--- config.mk ---
export PLATFORM = sky130hd
export DESIGN_NAME = wombat_command_master
export DESIGN_NICKNAME = d
export VERILOG_FILES = /design/src/rtl/wombat_cmd_pkg.sv /design/src/rtl/wombat_word_shifter.sv /design/src/rtl/wombat_command_master.sv
export SDC_FILE = /design/constraint.sdc
export NUM_CORES = 1
export LEC_CHECK = 0
export BUFFER_PORTS_ARGS = -buffer_cell sky130_fd_sc_hd__buf_4
export CAP_MARGIN = 30
export CELL_PAD_IN_SITES_DETAIL_PLACEMENT = 0
export CELL_PAD_IN_SITES_GLOBAL_PLACEMENT = 1
export CORE_MARGIN = 2
export CORE_UTILIZATION = 47
export CTS_CLUSTER_SIZE = 24
export DETAILED_ROUTE_END_ITERATION = 6
export PLACE_DENSITY = 0.93
export REMOVE_ABC_BUFFERS = 1
export SETUP_SLACK_MARGIN = 0.3
export SYNTH_ARGS = -nofsm -noshare
export SYNTH_HDL_FRONTEND = slang
export SYNTH_SLANG_ARGS = --single-unit
--- constraint.sdc ---
create_clock -name clk -period 11.3 [get_ports clk]
set_clock_uncertainty 0.15 [all_clocks]
set_input_delay 1.695 -clock clk [delete_from_list [all_inputs] [get_ports clk]]
set_output_delay 1.695 -clock clk [all_outputs]
set_load 0.01 [all_outputs]
--- src/rtl/wombat_cmd_pkg.sv ---
// Shared definitions for the wombat UART register protocol: opcodes and the master state type.
package wombat_cmd_pkg;

  localparam logic [7:0] OP_WRITE = 8'h57;
  localparam logic [7:0] OP_READ  = 8'h52;

  typedef enum logic [2:0] {
    ST_IDLE,
    ST_SEND_OP,
    ST_SEND_ADDR,
    ST_SEND_DATA,
    ST_WAIT_RSP,
    ST_FINISH
  } state_e;

endpackage

--- src/rtl/wombat_word_shifter.sv ---
// Register of REG_WIDTH words with parallel load and one-word shift per step.
// LITTLE_ENDIAN=0 moves words toward the MSB end; 1 moves them toward the LSB end.
module wombat_word_shifter #(
  parameter int WORD_WIDTH    = 8,
  parameter int REG_WIDTH     = 4,
  parameter int LITTLE_ENDIAN = 0
) (
  input  logic                             clk,
  input  logic                             reset_i,
  input  logic                             load_i,
  input  logic [WORD_WIDTH*REG_WIDTH-1:0]  value_i,
  input  logic                             shift_i,
  input  logic [WORD_WIDTH-1:0]            word_i,
  output logic [WORD_WIDTH*REG_WIDTH-1:0]  value_o
);

  localparam int VALUE_W = WORD_WIDTH * REG_WIDTH;

  logic [VALUE_W-1:0] data_q;
  logic [VALUE_W-1:0] data_d;
  logic [VALUE_W-1:0] shifted;

  // The word entering at one end is the word that will leave last from the other end.
  if (LITTLE_ENDIAN != 0) begin : g_lsb_first
    assign shifted = (data_q >> WORD_WIDTH) | (VALUE_W'(word_i) << (VALUE_W - WORD_WIDTH));
  end else begin : g_msb_first
    assign shifted = (data_q << WORD_WIDTH) | VALUE_W'(word_i);
  end

  always_comb begin
    data_d = data_q;
    if (load_i) begin
      data_d = value_i;
    end else if (shift_i) begin
      data_d = shifted;
    end
  end

  // NOTE: sequential state uses non-blocking assignments so every register samples pre-edge values.
  always_ff @(posedge clk or posedge reset_i) begin
    if (reset_i) begin
      data_q <= '0;
    end else begin
      data_q <= data_d;
    end
  end

  assign value_o = data_q;

endmodule

--- src/rtl/wombat_command_master.sv ---
// Host-side initiator for the wombat UART register protocol (request -> byte frame, bytes -> response).
// Define WOMBAT_CMD_TIMEOUT_EN to compile in the read-response timeout (TIMEOUT_CYCLES).
module wombat_command_master
  import wombat_cmd_pkg::*;
#(
  parameter int WORD_WIDTH     = 8,
  parameter int REG_WIDTH      = 4,
  parameter int LITTLE_ENDIAN  = 0,
  parameter int TIMEOUT_CYCLES = 50_000_000
) (
  input  logic                             clk,
  input  logic                             i_reset,
  input  logic                             i_req_valid,
  output logic                             o_req_ready,
  input  logic                             i_req_write,
  input  logic [WORD_WIDTH-1:0]            i_req_addr,
  input  logic [WORD_WIDTH*REG_WIDTH-1:0]  i_req_value,
  output logic                             o_done,
  output logic [WORD_WIDTH*REG_WIDTH-1:0]  o_rsp_value,
  output logic                             o_rsp_error,
  output logic [WORD_WIDTH-1:0]            o_tx_byte,
  output logic                             o_tx_valid,
  input  logic                             i_tx_ready,
  input  logic [WORD_WIDTH-1:0]            i_rx_byte,
  input  logic                             i_rx_valid,
  output logic                             o_busy
);

  localparam int VALUE_W = WORD_WIDTH * REG_WIDTH;
  localparam int CNT_W   = $clog2(REG_WIDTH + 1);
  localparam logic [CNT_W-1:0] LAST_CNT = CNT_W'(REG_WIDTH - 1);

  if (REG_WIDTH < 1 || WORD_WIDTH < 1 || TIMEOUT_CYCLES < 1) begin : g_bad_params
    $error("wombat_command_master: WORD_WIDTH, REG_WIDTH and TIMEOUT_CYCLES must be at least 1");
  end

  state_e                  state_q, state_d;
  logic                    write_q, write_d;
  logic [WORD_WIDTH-1:0]   addr_q, addr_d;
  logic [CNT_W-1:0]        cnt_q, cnt_d;
  logic [VALUE_W-1:0]      rsp_q, rsp_d;
  logic                    tx_load, tx_shift, rx_shift;
  logic [VALUE_W-1:0]      tx_value, rx_value;
  logic [WORD_WIDTH-1:0]   tx_head;
  logic                    timed_out;

`ifdef WOMBAT_CMD_TIMEOUT_EN
  localparam int TMR_W = $clog2(TIMEOUT_CYCLES + 1);
  logic [TMR_W-1:0] timer_q, timer_d;
  logic             err_q, err_d;
  assign timed_out = err_q;
`else
  assign timed_out = 1'b0;
`endif

  wombat_word_shifter #(
    .WORD_WIDTH   (WORD_WIDTH),
    .REG_WIDTH    (REG_WIDTH),
    .LITTLE_ENDIAN(LITTLE_ENDIAN)
  ) u_tx_shifter (
    .clk    (clk),
    .reset_i(i_reset),
    .load_i (tx_load),
    .value_i(i_req_value),
    .shift_i(tx_shift),
    .word_i ('0),
    .value_o(tx_value)
  );

  wombat_word_shifter #(
    .WORD_WIDTH   (WORD_WIDTH),
    .REG_WIDTH    (REG_WIDTH),
    .LITTLE_ENDIAN(LITTLE_ENDIAN)
  ) u_rx_shifter (
    .clk    (clk),
    .reset_i(i_reset),
    .load_i (1'b0),
    .value_i('0),
    .shift_i(rx_shift),
    .word_i (i_rx_byte),
    .value_o(rx_value)
  );

  assign tx_head = (LITTLE_ENDIAN != 0) ? WORD_WIDTH'(tx_value)
                                        : WORD_WIDTH'(tx_value >> (VALUE_W - WORD_WIDTH));

  always_comb begin
    // NOTE: every signal gets a default before the case so no path can infer a latch.
    state_d     = state_q;
    write_d     = write_q;
    addr_d      = addr_q;
    cnt_d       = cnt_q;
    rsp_d       = rsp_q;
    tx_load     = 1'b0;
    tx_shift    = 1'b0;
    rx_shift    = 1'b0;
    o_req_ready = 1'b0;
    o_tx_valid  = 1'b0;
    o_tx_byte   = '0;
    o_done      = 1'b0;
`ifdef WOMBAT_CMD_TIMEOUT_EN
    timer_d     = timer_q;
    err_d       = err_q;
`endif
    unique case (state_q)
      ST_IDLE: begin
        o_req_ready = 1'b1;
        if (i_req_valid) begin
          write_d = i_req_write;
          addr_d  = i_req_addr;
          tx_load = 1'b1;
          state_d = ST_SEND_OP;
`ifdef WOMBAT_CMD_TIMEOUT_EN
          err_d   = 1'b0;
`endif
        end
      end
      ST_SEND_OP: begin
        o_tx_valid = 1'b1;
        o_tx_byte  = write_q ? WORD_WIDTH'(OP_WRITE) : WORD_WIDTH'(OP_READ);
        if (i_tx_ready) state_d = ST_SEND_ADDR;
      end
      ST_SEND_ADDR: begin
        o_tx_valid = 1'b1;
        o_tx_byte  = addr_q;
        if (i_tx_ready) begin
          cnt_d   = '0;
          state_d = write_q ? ST_SEND_DATA : ST_WAIT_RSP;
`ifdef WOMBAT_CMD_TIMEOUT_EN
          timer_d = TMR_W'(1);
`endif
        end
      end
      ST_SEND_DATA: begin
        o_tx_valid = 1'b1;
        o_tx_byte  = tx_head;
        if (i_tx_ready) begin
          tx_shift = 1'b1;
          if (cnt_q == LAST_CNT) state_d = ST_FINISH;
          else                   cnt_d   = cnt_q + CNT_W'(1);
        end
      end
      ST_WAIT_RSP: begin
        if (i_rx_valid) begin
          rx_shift = 1'b1;
`ifdef WOMBAT_CMD_TIMEOUT_EN
          timer_d  = TMR_W'(1);
`endif
          if (cnt_q == LAST_CNT) state_d = ST_FINISH;
          else                   cnt_d   = cnt_q + CNT_W'(1);
        end
`ifdef WOMBAT_CMD_TIMEOUT_EN
        // The timer holds the cycles elapsed since the last byte (or the address handshake).
        else if (timer_q >= TMR_W'(TIMEOUT_CYCLES - 1)) begin
          err_d   = 1'b1;
          state_d = ST_FINISH;
        end else begin
          timer_d = timer_q + TMR_W'(1);
        end
`endif
      end
      ST_FINISH: begin
        o_done  = 1'b1;
        cnt_d   = '0;
        state_d = ST_IDLE;
        if (!write_q && !timed_out) rsp_d = rx_value;
      end
      default: state_d = ST_IDLE;
    endcase
  end

  always_ff @(posedge clk or posedge i_reset) begin
    if (i_reset) begin
      state_q <= ST_IDLE;
      write_q <= 1'b0;
      addr_q  <= '0;
      cnt_q   <= '0;
      rsp_q   <= '0;
    end else begin
      state_q <= state_d;
      write_q <= write_d;
      addr_q  <= addr_d;
      cnt_q   <= cnt_d;
      rsp_q   <= rsp_d;
    end
  end

`ifdef WOMBAT_CMD_TIMEOUT_EN
  always_ff @(posedge clk or posedge i_reset) begin
    if (i_reset) begin
      timer_q <= '0;
      err_q   <= 1'b0;
    end else begin
      timer_q <= timer_d;
      err_q   <= err_d;
    end
  end
`endif

  // The freshly assembled word is visible during the done pulse, then held in rsp_q.
  assign o_rsp_value = (state_q == ST_FINISH && !write_q && !timed_out) ? rx_value : rsp_q;
  assign o_rsp_error = timed_out;
  assign o_busy      = (state_q != ST_IDLE);

endmodule

==> metrics.txt <==
Post-DRT Antenna Nets 0; placed cell area 5620 µm²; Reg clk slew, reported paths 0.10 ns; # Post-CTS Setup Buffers 0; Synth area leader dfrtp_1; Slew Viols, Final 0; Die Width 105.7 µm; DP HPWL 6.078 mm; Root Buffer clkbuf_8; Commonest cells post-synth dfrtp_1, mux2_2, nor2_1; total CTS buffers 9; post-layout min period 4.856 ns; Period Utilization, post-route 42.97%; Hold-fix buffers, CTS 0; final non-filler cell area 5807 µm²; critical path peak fanout 32; Top Ports 99; PwrDens 237.5 nW/µm²; CTS tree built; Yosys warnings 0; mux contribution to synthesized area 23.34%; chip height 105.7 µm; gpl congestion 0.8271; # Max-Cap Violations 0; Max Clock Freq 205.9 MHz; post-detailed-routing wire length 8.930 mm; Leakage 0.002776 µW; cts repair resizes 0; status completed; first-pass GRT wire length 15.12 mm; Synth area leaders dfrtp_1, mux2_2, mux2i_1; Synth cell types 38; DR pass1 iterations 4; core area 10180 µm²; GR Util All Layers 16.98%; hold_sp cnt_q[0]; routed via count 3125; die area 11170 µm²; RR Startpoint state_q[0]; drc violations 0; Post-synth EDFFs 0; # rows 37; Hold Vio Cnt, Final 0; Critical Path Source state_q[0]; Synth Area in XOR/XNOR 0%; Power, Total 1379 µW; RSZ-0062 raised after global routing false; adder-cell share of the synthesized area 1.029%; HP Class reg -> reg; area share of the largest cell type after synthesis 57.13%; drt initial violations 110; share of cells above drive strength 1 42.32%; layout net count 528; Wirelength per Cell 14.62 µm; Main synth FF type dfrtp_1; final setup vio count 0; share of the yosys chip area belonging to registers 57.13%; Worst VDD drop 174.0 µV; P&R area growth vs syn 19.43%; CTS H-tree depth 3; Setup CP Type reg -> out; vias in the first global route 3189; pin count of the biggest net entering global routing 62; Post-synth ARST share 100.0%; Seq cells post-synth 111; Total Neg Setup Slack 0 ns; Worst Path Required 9.46 ns; total gr overflow 0; top-count cell post-synth dfrtp_1; crit path DAT 3.01 ns; number of antenna violations at the first check in global routing 0; Post-Syn Instances 385; CTS Sinks 111; ANT cells 0; Layout Utilization 57.01%; Clock Path Buffers 2; mapped cell area 4862 µm²; Starting Density 47.74%; Compound-Gate Fraction of Synth Area 6.819%; critical path endpoint category output pin; largest family of logic cells by synthesized area multiplexers; worst skew pair latency 0.37 ns; Slew @ Worst Pin 0.9362 ns; number of port buffers 97; worst rel slew slack 37.46%; filler cell count 874; Via density 5.115; CP Launch Type register; syn avg cell area 12.63 µm²; Post-Synth Simple-Gate Area 7.102%
[per-stage QoR]
step | hold WS [ns] | instances | setup WS [ns]
3_3_place_gp | 0.3146 | 595 | 6.905
4_1_cts | 0.3568 | 611 | 6.355
3_5_place_dp | 0.3351 | 595 | 6.803
5_1_grt | 0.3581 | 611 | 6.189
2_1_floorplan | 0.3073 | 358 | 6.375
6_report | 0.3477 | 611 | 6.444
[state kept, by name (all words and copies together), names as in the netlist]
name                  cells
write_q                   1
cnt_q                     3
rsp_q                    32
u_rx_shifter.value_o     32
u_tx_shifter.value_o     32
state_q                   3
addr_q                    8
[area by class of cell]
cell class                 instances  area, µm²  area share, %
clock buffer                       9      123.9          2.133
clock inverter                     7      62.56          1.077
inverter                           7      28.78         0.4956
multi-input combinational        240       1886          32.47
sequential                       111       2778          47.83
tap                              136      170.2          2.930
timing repair buffer             101      758.2          13.06
[final timing paths]
check | to | slack [ns] | depth (start not counted)
worst min-delay path | cnt_q[0] | 0.35 | 1
worst max-delay path | o_rsp_value[2] | 6.44 | 5
max in group asynchronous | u_tx_shifter.value_o[21] | 8.54 | 3
min in group asynchronous | u_rx_shifter.value_o[24] | 1.25 | 2
worst max register to register | rsp_q[13] | 8.54 | 4
worst min register to register | cnt_q[0] | 0.35 | 1
[worst max-delay path, stage by stage (launching register included)]
cell and delay, ns:
dfrtp_1 0.80, nor2b_1 0.27, and2_1 0.19, nor2b_4 0.79, mux2_2 0.44, buf_4 0.15
[routing by layer]
metal  global-route usage (%)  up-vias  routed length, µm
met1                    22.65     1534               4043
li1                         -     1502                  -
met5                        0        -                  0
met2                    26.77       77               4177
met3                    5.318       12                599
met4                    5.075        0                109
[cell families after synthesis]
kind of cell,after synthesis
compound gates,52
fa+ha+maj,4
buf+inv,34
flops,111
mux,104
other cells,1
simple gates,79
[placed cells by master, fill, tap and decap left out, types with 2 or more instances in the layout]
| cell | n |
|---|---|
| dfrtp_1 | 111 |
| buf_4 | 101 |
| mux2_2 | 71 |
| nor2_1 | 47 |
| mux2i_1 | 29 |
| a21oi_1 | 19 |
| nand2_1 | 15 |
| clkbuf_8 | 9 |
| a21oi_2 | 8 |
| o21ai_0 | 7 |
| inv_1 | 6 |
| mux2_1 | 4 |
| ha_1 | 4 |
| a21o_1 | 3 |
| a22oi_1 | 3 |
| a32oi_1 | 3 |
| inv_8 | 3 |
| nand3_1 | 2 |
| o21ai_1 | 2 |
| nor2b_1 | 2 |
| or3_1 | 2 |
| o22ai_1 | 2 |
| clkinvlp_4 | 2 |
[report_power, final]
part	total (µW)	switching (µW)	internal, µW
Combinational	521	254	267
Clock	226	140	85.3
Sequential	632	94.7	538
Total	1380	489	890
Power figures use the tool's default switching activity.
